### config.mk
export PLATFORM = sky130hd
export DESIGN_NAME = pong_game_ctl
export DESIGN_NICKNAME = d
export VERILOG_FILES = /design/src/rtl/pong_game_ctl.sv
export SDC_FILE = /design/constraint.sdc
export NUM_CORES = 1
export LEC_CHECK = 0
export BUFFER_PORTS_ARGS = -buffer_cell sky130_fd_sc_hd__buf_2
export CORE_MARGIN = 3
export CORE_UTILIZATION = 40
export CTS_CLUSTER_SIZE = 28
export DETAILED_ROUTE_END_ITERATION = 12
export PLACE_DENSITY_LB_ADDON = 0.15
export REMOVE_ABC_BUFFERS = 1
export SLEW_MARGIN = 20
export SYNTH_ARGS = -nofsm -noshare
export SYNTH_HDL_FRONTEND = slang
export SYNTH_SLANG_ARGS = --single-unit
### constraint.sdc
create_clock -name pclk -period 4.6 [get_ports pclk]
set_input_delay 0 -clock pclk [delete_from_list [all_inputs] [get_ports pclk]]
set_output_delay 0 -clock pclk [all_outputs]
set_load 0.02 [all_outputs]
### src/rtl/pong_game_ctl.sv
// rtl/pong_game_ctl.sv - PONG play-state sequencer, ball motion and scoring
//
// Updates game state once per frame, on the cycle after vblnk_in rises, so
// the drawing pipeline sees constant coordinates for a whole frame.
//
// Ports:
//   pclk                  pixel clock, all logic on the rising edge
//   rst                   asynchronous active-low reset
//   vblnk_in              vertical blank from the timing path
//   start                 start / restart request (IDLE and OVER only)
//   paddle_l_y/paddle_r_y paddle top y, sampled on the frame-tick cycle
//   ball_x/ball_y         ball top-left corner
//   score_l/score_r       player scores
//   state                 IDLE=0 SERVE=1 PLAY=2 SCORE=3 OVER=4
//   frame_tick            one-cycle pulse, one cycle after vblnk_in rises
//   ball_visible          high in SERVE and PLAY
//
// Build option SPEEDUP_EN: horizontal step grows by one every four paddle
// hits (capped at SPEED+3) and returns to SPEED on every serve.

module pong_game_ctl #(
    parameter int SCREEN_W     = 800,
    parameter int SCREEN_H     = 600,
    parameter int BALL_SIZE    = 10,
    parameter int PADDLE_W     = 10,
    parameter int PADDLE_H     = 80,
    parameter int PADDLE_L_X   = 20,
    parameter int PADDLE_R_X   = 770,
    parameter int SPEED        = 4,
    parameter int SERVE_FRAMES = 60,
    parameter int SCORE_FRAMES = 30,
    parameter int WIN_SCORE    = 9
) (
    input  logic        pclk,
    input  logic        rst,
    input  logic        vblnk_in,
    input  logic        start,
    input  logic [10:0] paddle_l_y,
    input  logic [10:0] paddle_r_y,
    output logic [10:0] ball_x,
    output logic [10:0] ball_y,
    output logic [3:0]  score_l,
    output logic [3:0]  score_r,
    output logic [2:0]  state,
    output logic        frame_tick,
    output logic        ball_visible
);

    typedef enum logic [2:0] {
        ST_IDLE  = 3'd0,
        ST_SERVE = 3'd1,
        ST_PLAY  = 3'd2,
        ST_SCORE = 3'd3,
        ST_OVER  = 3'd4
    } state_t;

    localparam logic [10:0] BALL_X0    = 11'((SCREEN_W - BALL_SIZE) / 2);
    localparam logic [10:0] BALL_Y0    = 11'((SCREEN_H - BALL_SIZE) / 2);
    localparam logic [10:0] BALL_X_MAX = 11'(SCREEN_W - BALL_SIZE);
    localparam logic [10:0] BALL_Y_MAX = 11'(SCREEN_H - BALL_SIZE);
    localparam logic [10:0] BALL_X_LH  = 11'(PADDLE_L_X + PADDLE_W);
    localparam logic [10:0] BALL_X_RH  = 11'(PADDLE_R_X - BALL_SIZE);

    // All geometry compares are done 12 bits wide so sums never wrap.
    localparam logic [11:0] W12    = 12'(SCREEN_W);
    localparam logic [11:0] H12    = 12'(SCREEN_H);
    localparam logic [11:0] BS12   = 12'(BALL_SIZE);
    localparam logic [11:0] PH12   = 12'(PADDLE_H);
    localparam logic [11:0] L_EDGE = 12'(PADDLE_L_X + PADDLE_W);
    localparam logic [11:0] R_EDGE = 12'(PADDLE_R_X);
    localparam logic [11:0] SPD12  = 12'(SPEED);

    localparam logic [7:0] SERVE_LAST = 8'(SERVE_FRAMES - 1);
    localparam logic [7:0] SCORE_LAST = 8'(SCORE_FRAMES - 1);
    localparam logic [3:0] WIN        = 4'(WIN_SCORE);

    state_t      state_q, state_d;
    logic [10:0] ball_x_q, ball_x_d;
    logic [10:0] ball_y_q, ball_y_d;
    logic [3:0]  score_l_q, score_l_d;
    logic [3:0]  score_r_q, score_r_d;
    logic        dir_x_q, dir_x_d;          // 1 = moving right
    logic        dir_y_q, dir_y_d;          // 1 = moving down
    logic        serve_right_q, serve_right_d;
    logic [7:0]  cnt_q, cnt_d;
    logic        vblnk_d_q;
    logic        frame_tick_q;
    logic        ball_visible_q, ball_visible_d;

    logic [11:0] step12;
`ifdef SPEEDUP_EN
    localparam logic [11:0] STEP_MAX = 12'(SPEED + 3);
    logic [11:0] step_q, step_d;
    logic [2:0]  hits_q, hits_d;
    assign step12 = step_q;
`else
    assign step12 = SPD12;
`endif

    logic [11:0] x12, y12, pl12, pr12;
    logic [11:0] nx_l, nx_r;
    logic        overlap_l, overlap_r;

    assign x12  = {1'b0, ball_x_q};
    assign y12  = {1'b0, ball_y_q};
    assign pl12 = {1'b0, paddle_l_y};
    assign pr12 = {1'b0, paddle_r_y};
    assign nx_l = x12 - step12;
    assign nx_r = x12 + step12;

    assign overlap_l = (y12 + BS12 > pl12) && (y12 < pl12 + PH12);
    assign overlap_r = (y12 + BS12 > pr12) && (y12 < pr12 + PH12);

    always_comb begin
        state_d       = state_q;
        ball_x_d      = ball_x_q;
        ball_y_d      = ball_y_q;
        score_l_d     = score_l_q;
        score_r_d     = score_r_q;
        dir_x_d       = dir_x_q;
        dir_y_d       = dir_y_q;
        serve_right_d = serve_right_q;
        cnt_d         = cnt_q;
`ifdef SPEEDUP_EN
        step_d        = step_q;
        hits_d        = hits_q;
`endif

        case (state_q)
            ST_IDLE: begin
                ball_x_d      = BALL_X0;
                ball_y_d      = BALL_Y0;
                score_l_d     = 4'd0;
                score_r_d     = 4'd0;
                dir_x_d       = 1'b1;
                dir_y_d       = 1'b1;
                serve_right_d = 1'b1;
                if (start) begin
                    state_d = ST_SERVE;
                    cnt_d   = 8'd0;
                end
            end

            ST_SERVE: begin
                ball_x_d = BALL_X0;
                ball_y_d = BALL_Y0;
                dir_x_d  = serve_right_q;
                dir_y_d  = 1'b1;
`ifdef SPEEDUP_EN
                step_d   = SPD12;
                hits_d   = 3'd0;
`endif
                if (frame_tick_q) begin
                    if (cnt_q == SERVE_LAST) begin
                        state_d = ST_PLAY;
                        cnt_d   = 8'd0;
                    end else begin
                        cnt_d = cnt_q + 8'd1;
                    end
                end
            end

            ST_PLAY: begin
                if (frame_tick_q) begin
                    // Vertical: clamp to the wall and reverse on contact.
                    if (dir_y_q) begin
                        if (y12 + BS12 + SPD12 > H12) begin
                            ball_y_d = BALL_Y_MAX;
                            dir_y_d  = 1'b0;
                        end else begin
                            ball_y_d = ball_y_q + 11'(SPEED);
                        end
                    end else begin
                        if (y12 < SPD12) begin
                            ball_y_d = 11'd0;
                            dir_y_d  = 1'b1;
                        end else begin
                            ball_y_d = ball_y_q - 11'(SPEED);
                        end
                    end

                    // Horizontal: paddle hit only when the step crosses the
                    // paddle face from the play-field side.
                    if (!dir_x_q) begin
                        if (nx_l <= L_EDGE && x12 >= L_EDGE && overlap_l) begin
                            ball_x_d = BALL_X_LH;
                            dir_x_d  = 1'b1;
`ifdef SPEEDUP_EN
                            hits_d = hits_q + 3'd1;
                            if (hits_q[1:0] == 2'b11 && step_q < STEP_MAX)
                                step_d = step_q + 12'd1;
`endif
                        end else if (x12 < step12) begin
                            ball_x_d      = 11'd0;
                            score_r_d     = score_r_q + 4'd1;
                            serve_right_d = 1'b0;
                            state_d       = ST_SCORE;
                            cnt_d         = 8'd0;
                        end else begin
                            ball_x_d = nx_l[10:0];
                        end
                    end else begin
                        if (nx_r + BS12 >= R_EDGE && x12 + BS12 <= R_EDGE && overlap_r) begin
                            ball_x_d = BALL_X_RH;
                            dir_x_d  = 1'b0;
`ifdef SPEEDUP_EN
                            hits_d = hits_q + 3'd1;
                            if (hits_q[1:0] == 2'b11 && step_q < STEP_MAX)
                                step_d = step_q + 12'd1;
`endif
                        end else if (x12 + BS12 + step12 > W12) begin
                            ball_x_d      = BALL_X_MAX;
                            score_l_d     = score_l_q + 4'd1;
                            serve_right_d = 1'b1;
                            state_d       = ST_SCORE;
                            cnt_d         = 8'd0;
                        end else begin
                            ball_x_d = nx_r[10:0];
                        end
                    end
                end
            end

            ST_SCORE: begin
                if (frame_tick_q) begin
                    if (cnt_q == SCORE_LAST) begin
                        cnt_d   = 8'd0;
                        state_d = (score_l_q == WIN || score_r_q == WIN) ? ST_OVER : ST_SERVE;
                    end else begin
                        cnt_d = cnt_q + 8'd1;
                    end
                end
            end

            ST_OVER: begin
                if (start)
                    state_d = ST_IDLE;
            end

            default: state_d = ST_IDLE;
        endcase

        ball_visible_d = (state_d == ST_SERVE) || (state_d == ST_PLAY);
    end

    always_ff @(posedge pclk or negedge rst) begin
        if (!rst) begin
            state_q        <= ST_IDLE;
            ball_x_q       <= BALL_X0;
            ball_y_q       <= BALL_Y0;
            score_l_q      <= 4'd0;
            score_r_q      <= 4'd0;
            dir_x_q        <= 1'b1;
            dir_y_q        <= 1'b1;
            serve_right_q  <= 1'b1;
            cnt_q          <= 8'd0;
            vblnk_d_q      <= 1'b0;
            frame_tick_q   <= 1'b0;
            ball_visible_q <= 1'b0;
`ifdef SPEEDUP_EN
            step_q         <= SPD12;
            hits_q         <= 3'd0;
`endif
        end else begin
            state_q        <= state_d;
            ball_x_q       <= ball_x_d;
            ball_y_q       <= ball_y_d;
            score_l_q      <= score_l_d;
            score_r_q      <= score_r_d;
            dir_x_q        <= dir_x_d;
            dir_y_q        <= dir_y_d;
            serve_right_q  <= serve_right_d;
            cnt_q          <= cnt_d;
            vblnk_d_q      <= vblnk_in;
            frame_tick_q   <= vblnk_in & ~vblnk_d_q;
            ball_visible_q <= ball_visible_d;
`ifdef SPEEDUP_EN
            step_q         <= step_d;
            hits_q         <= hits_d;
`endif
        end
    end

    assign ball_x       = ball_x_q;
    assign ball_y       = ball_y_q;
    assign score_l      = score_l_q;
    assign score_r      = score_r_q;
    assign state        = state_q;
    assign frame_tick   = frame_tick_q;
    assign ball_visible = ball_visible_q;

endmodule

* Word level (Yosys, flattened, before mapping)
Index checks and enable logic that the tools add are counted.
W data, S select, Z words.
** Storage, ports and cells
- Register bits after elaboration :: 47
- Input port bits :: 26
- Output and inout port bits :: 35
- Logic and storage cells :: 149
** Cells by class
- $add $sub $neg :: 14
- $lt $le $gt $ge :: 12
- Equal/unequal tests :: 24
- Muxes and demuxes :: 65
- Bitwise operators :: 2
- Reduce and logical (&&, ||, !) cells :: 20
** Operator list (count)
- $mux W11 :: 10
- $mux W8 :: 11
- $pmux W11 S2 :: 2
- $mux W3 :: 13
- $mux W4 :: 8
- $pmux W8 S4 :: 1
- $add A11 B4 Y12 const B :: 2
- $add A11 B7 Y12 const B :: 2
- $add A12 B3 Y12 const B :: 2
- $gt A12 B10 Y1 const B :: 2
- $gt A12 B11 Y1 :: 2
- $lt A11 B12 Y1 :: 2
- $lt A11 B3 Y1 const B :: 2
- $ne A2 B2 Y1 const B :: 10
- $pmux W4 S2 :: 2
- $pmux W3 S5 :: 1
- $mux W1 :: 14
- $add A11 B3 Y12 const B :: 1
- $add A12 B4 Y12 const B :: 1
- $ge A12 B10 Y1 const B :: 1
- $le A12 B10 Y1 const B :: 1
- $le A12 B5 Y1 const B :: 1
- $ne A3 B3 Y1 const B :: 4
- $sub A11 B3 Y12 const B :: 1
- 26 further kinds :: 41

* Depth between registers and ports, before layout
- Depth after elaboration :: 11
- Gate-level depth with buffers :: 18
- Gate-level depth less buffers :: 16

* Worst setup path after synthesis
OpenSTA, ideal clock, no wires.
- Kind :: register -> register
- Start point :: register ball_y_q[3] (netlist: ball_y[3])
- End point :: register cnt_q[2]
- Library setup time :: 132 ps
- Arrival :: 3592 ps
- Data required time :: 4468 ps
- Setup slack :: 875 ps
- Cell stages (with the launch flop) :: 18
- Path buffers :: 2
- Clock period less this slack :: 3725 ps
- Path through :: dfrtp_1 buf_2 inv_1 ha_1 a21oi_2 nor3_1 xnor2_1 inv_1 ha_1 and3_1 a2111oi_0 o21ai_0 o2111ai_1 a311oi_4 a2111oi_2 or2_1 buf_2 o221ai_2
** Between the ends
- Word-level cells in the longest chain between the ends :: 6
- Elaborated cells on any way between the ends :: 12
- Those cells by class :: add/sub: 1; order compare: 4; eq/ne: 2; reduce/logical: 5
** Ends and longest elaborated chain
- start: declaration :: line 79 : logic [10:0] ball_y_q, ball_y_d;
- start signal: assignment :: line 267 : ball_y_q <= ball_y_d;
- $add A11 B4 Y12 :: line 111, 112
- $gt A12 B11 Y1, on equally long branches :: line 112, 111
- $logic_and A1 B1 Y1, on equally long branches :: line 112, 111
- $logic_and A1 B1 Y1, on equally long branches :: line 203, 185
- $ne A3 B3 Y1 (no line)
- $reduce_and A9 Y1 (no line) *
- end signal: assignment :: line 273 : cnt_q <= cnt_d;
- end: declaration :: line 85 : logic [7:0] cnt_q, cnt_d;
Mark *: on every way between the ends. The rest lies on a longest branch, timed or not.
A chain may end at the register's enable or synchronous reset.

* Worst setup path after layout
- Start point :: register ball_y_q[2] (netlist: ball_y[2])
- End point :: register cnt_q[7]
Same word-level chain as after synthesis.

==> reports/qor.txt <==
status = completed
HPWL Detailed = 14900 µm
Tcrit/Tclk final = 0.929
first-pass GRT wire length = 31500 µm
Peak VDD IR = 0.169 mV
Reg2Reg Depth = 13
I/O pins = 61
vias in the first global route = 6120
port buffer count = 60
crit path to = cnt_q[7]
Max clock buf depth = 2
grt total ovfl = 0
fin crit period = 4.27 ns
die width = 131 µm
sequential area share after synthesis = 0.192
r2r setup slk = 0.33 ns
Pre-antenna DRT Iters = 5
Yosys cell types = 97
Yosys warning total = 0
DR vias = 6411
RR Endpoint = cnt_q[7]
Layout Nets = 937
Data required, critical path = 4.76 ns
CTS Buf Count = 5
Multi-input gate area = 4560 µm²
Clk pin slew, worst setup/hold paths = 0.07 ns
hold_sp = start
clk root buf = clkbuf_16
Synth Register Bits = 47
mapped cell area = 6220 µm²
Syn-to-layout area delta = 9.99%
CP Launch Type = flop
Final Util = 0.460
Slew Limit Headroom = 0.275
crit path kind = flop to flop
FF+latch area = 1190 µm²
max-slew violations = 0
Post-Route WL = 19300 µm
async set-reset flop share out of synthesis = 1.00
total global-route track usage = 0.228
hold depth = 3
clk_lat worst skew = 0.29 ns
number of max-cap violations = 0
share of cells above drive strength 1 = 0.167
Post-Syn Area per Cell = 7.81 µm²
post-synth top area share = 0.137
CP Max Fanout = 11
post-CTS setup buffers = 0
full die area = 17100 µm²
main area contributors after synthesis = dfrtp_1 14%, ha_1 13%, dfstp_2 5.5%, xnor2_1 4.6%, nand2_1 4.2%
ant diodes = 0
Final Hold Viols = 0
Row Count = 44
FILL cells = 1504
EDFF count, synth = 0
R2R Path Start = ball_y[2]
Die Y = 131 µm
Leak = 2.92 nW
DR WL/cell = 18.7 µm
post-route clock skew = 0.00705 ns
CTS tree = done
most frequent cell after synthesis = nand2_1
# H-tree levels = 2
cell count after synthesis = 797
Final TNS setup = 0 ns
Synth Flop Type = dfrtp_1
vias per inst = 6.23
antenna violations before repair = 0
power per cell area = 158 nW/µm²
Crit. Startpoint = ball_y[2]
Critical Path AT = 4.44 ns
fmax = 234 MHz
Worst-Margin Slew = 1.08 ns
initial core utilization = 0.419
clk sinks = 47
initial DRC count = 559
core area = 14900 µm²
Routability Congestion = 0.946
DRT antenna net count = 0
CP Capture Type = flop
RSZ-0062 raised after global routing = no
largest net degree at the start of global routing = 48
cell taking the most area after synthesis = dfrtp_1
Setup violations, final = 0
Hold Path Class = input pin to flop
Post-synth top cells = 70 x nand2_1, 67 x ha_1, 59 x nor2_1
number of remaining DRC errors = 0
-- per-layer routing --
metal,vias to the layer above,track usage,part of all wire
met3,46,0.0354,0.073
met5,-,0,0
met4,0,0.0659,0.022
li1,3061,-,-
met1,3049,0.324,0.46
met2,255,0.358,0.45
-- worst min-delay path by stage --
stage                    to  slack [ns]
6_report           state[2]        0.02
3_3_place_gp      vblnk_d_q        0.12
4_1_cts            state[2]       0.008
2_1_floorplan  ball_visible       -0.30
5_1_grt            state[2]        0.03
3_5_place_dp      vblnk_d_q        0.13
-- state kept, by name, summed over array words and instances (netlist names) --
register	count
frame_tick	1
dir_x_q	1
vblnk_d_q	1
ball_x	11
serve_right_q	1
score_l	4
ball_y	11
ball_visible	1
state	3
dir_y_q	1
score_r	4
cnt_q	8
-- kinds of logic after synthesis --
| group | share of synthesized area |
|---|---|
| compound gates | 0.270 |
| xor+xnor | 0.0563 |
| fa+ha+maj | 0.135 |
| buf+inv | 0.0758 |
| flops | 0.192 |
| mux | 0.0229 |
| simple gates | 0.248 |
-- power breakdown --
group          internal (mW)  total [mW]  switching (mW)  leakage [nW]
sequential             0.433       0.461          0.0276         0.567
clock                  0.258       0.427           0.168        0.0804
combinational         0.0803       0.191           0.111          2.27
total                  0.772        1.08           0.307          2.92
-- cell usage in the layout, fill, tap and decap left out, types with 11 or more instances in the layout --
| master | count |
|---|---|
| a21oi_1 | 43 |
| a31oi_1 | 14 |
| buf_2 | 60 |
| buf_4 | 21 |
| dfrtp_1 | 34 |
| dfstp_2 | 13 |
| ha_1 | 67 |
| inv_1 | 56 |
| nand2_1 | 70 |
| nand2b_1 | 13 |
| nand3_1 | 30 |
| nand4_1 | 15 |
| nor2_1 | 59 |
| nor3_1 | 31 |
| nor4_1 | 13 |
| o2111ai_1 | 11 |
| o21ai_0 | 44 |
| xnor2_1 | 33 |
-- final cells by class --
class,count,area share
Multi-Input combinational cell,650,0.666
Sequential cell,47,0.174
Timing Repair Buffer,83,0.0698
Tap cell,184,0.0336
Inverter,57,0.0313
Clock buffer,5,0.0183
Clock inverter,3,0.00676
-- metrics by stage --
stage               cell area (µm²)  std cells  total power, mW  setup slack, ns  hold WS [ns]
floorplan                      5960        754            0.589            0.880        -0.296
global placement               6650       1019            0.650            0.446         0.120
detailed placement             6650       1019            0.657            0.290         0.127
CTS                            6840       1029             1.09            0.292       0.00777
global route                   6840       1029             1.14         0.000238        0.0306
finish                         6840       1029             1.08            0.326        0.0216
-- repair_timing --
action / in CTS / in global routing
hold endpoints to repair: 36 / 0
hold buffers: 2 / 0
gates resized for setup: 0 / 0
-- critical path, stage by stage, from the launching register on --
cell and delay [ns]:
dfstp_2 0.66, ha_1 0.33, o21ai_0 0.13, xnor2_1 0.54
ha_1 0.37, a21oi_1 0.14, o21ai_0 0.09, a2111oi_0 0.40
o21ai_0 0.21, o2111ai_1 0.19, a311oi_4 0.14, a2111oi_2 0.42
or2_1 0.38, a31oi_2 0.13
No activity file was read; power rests on OpenSTA's default activity.
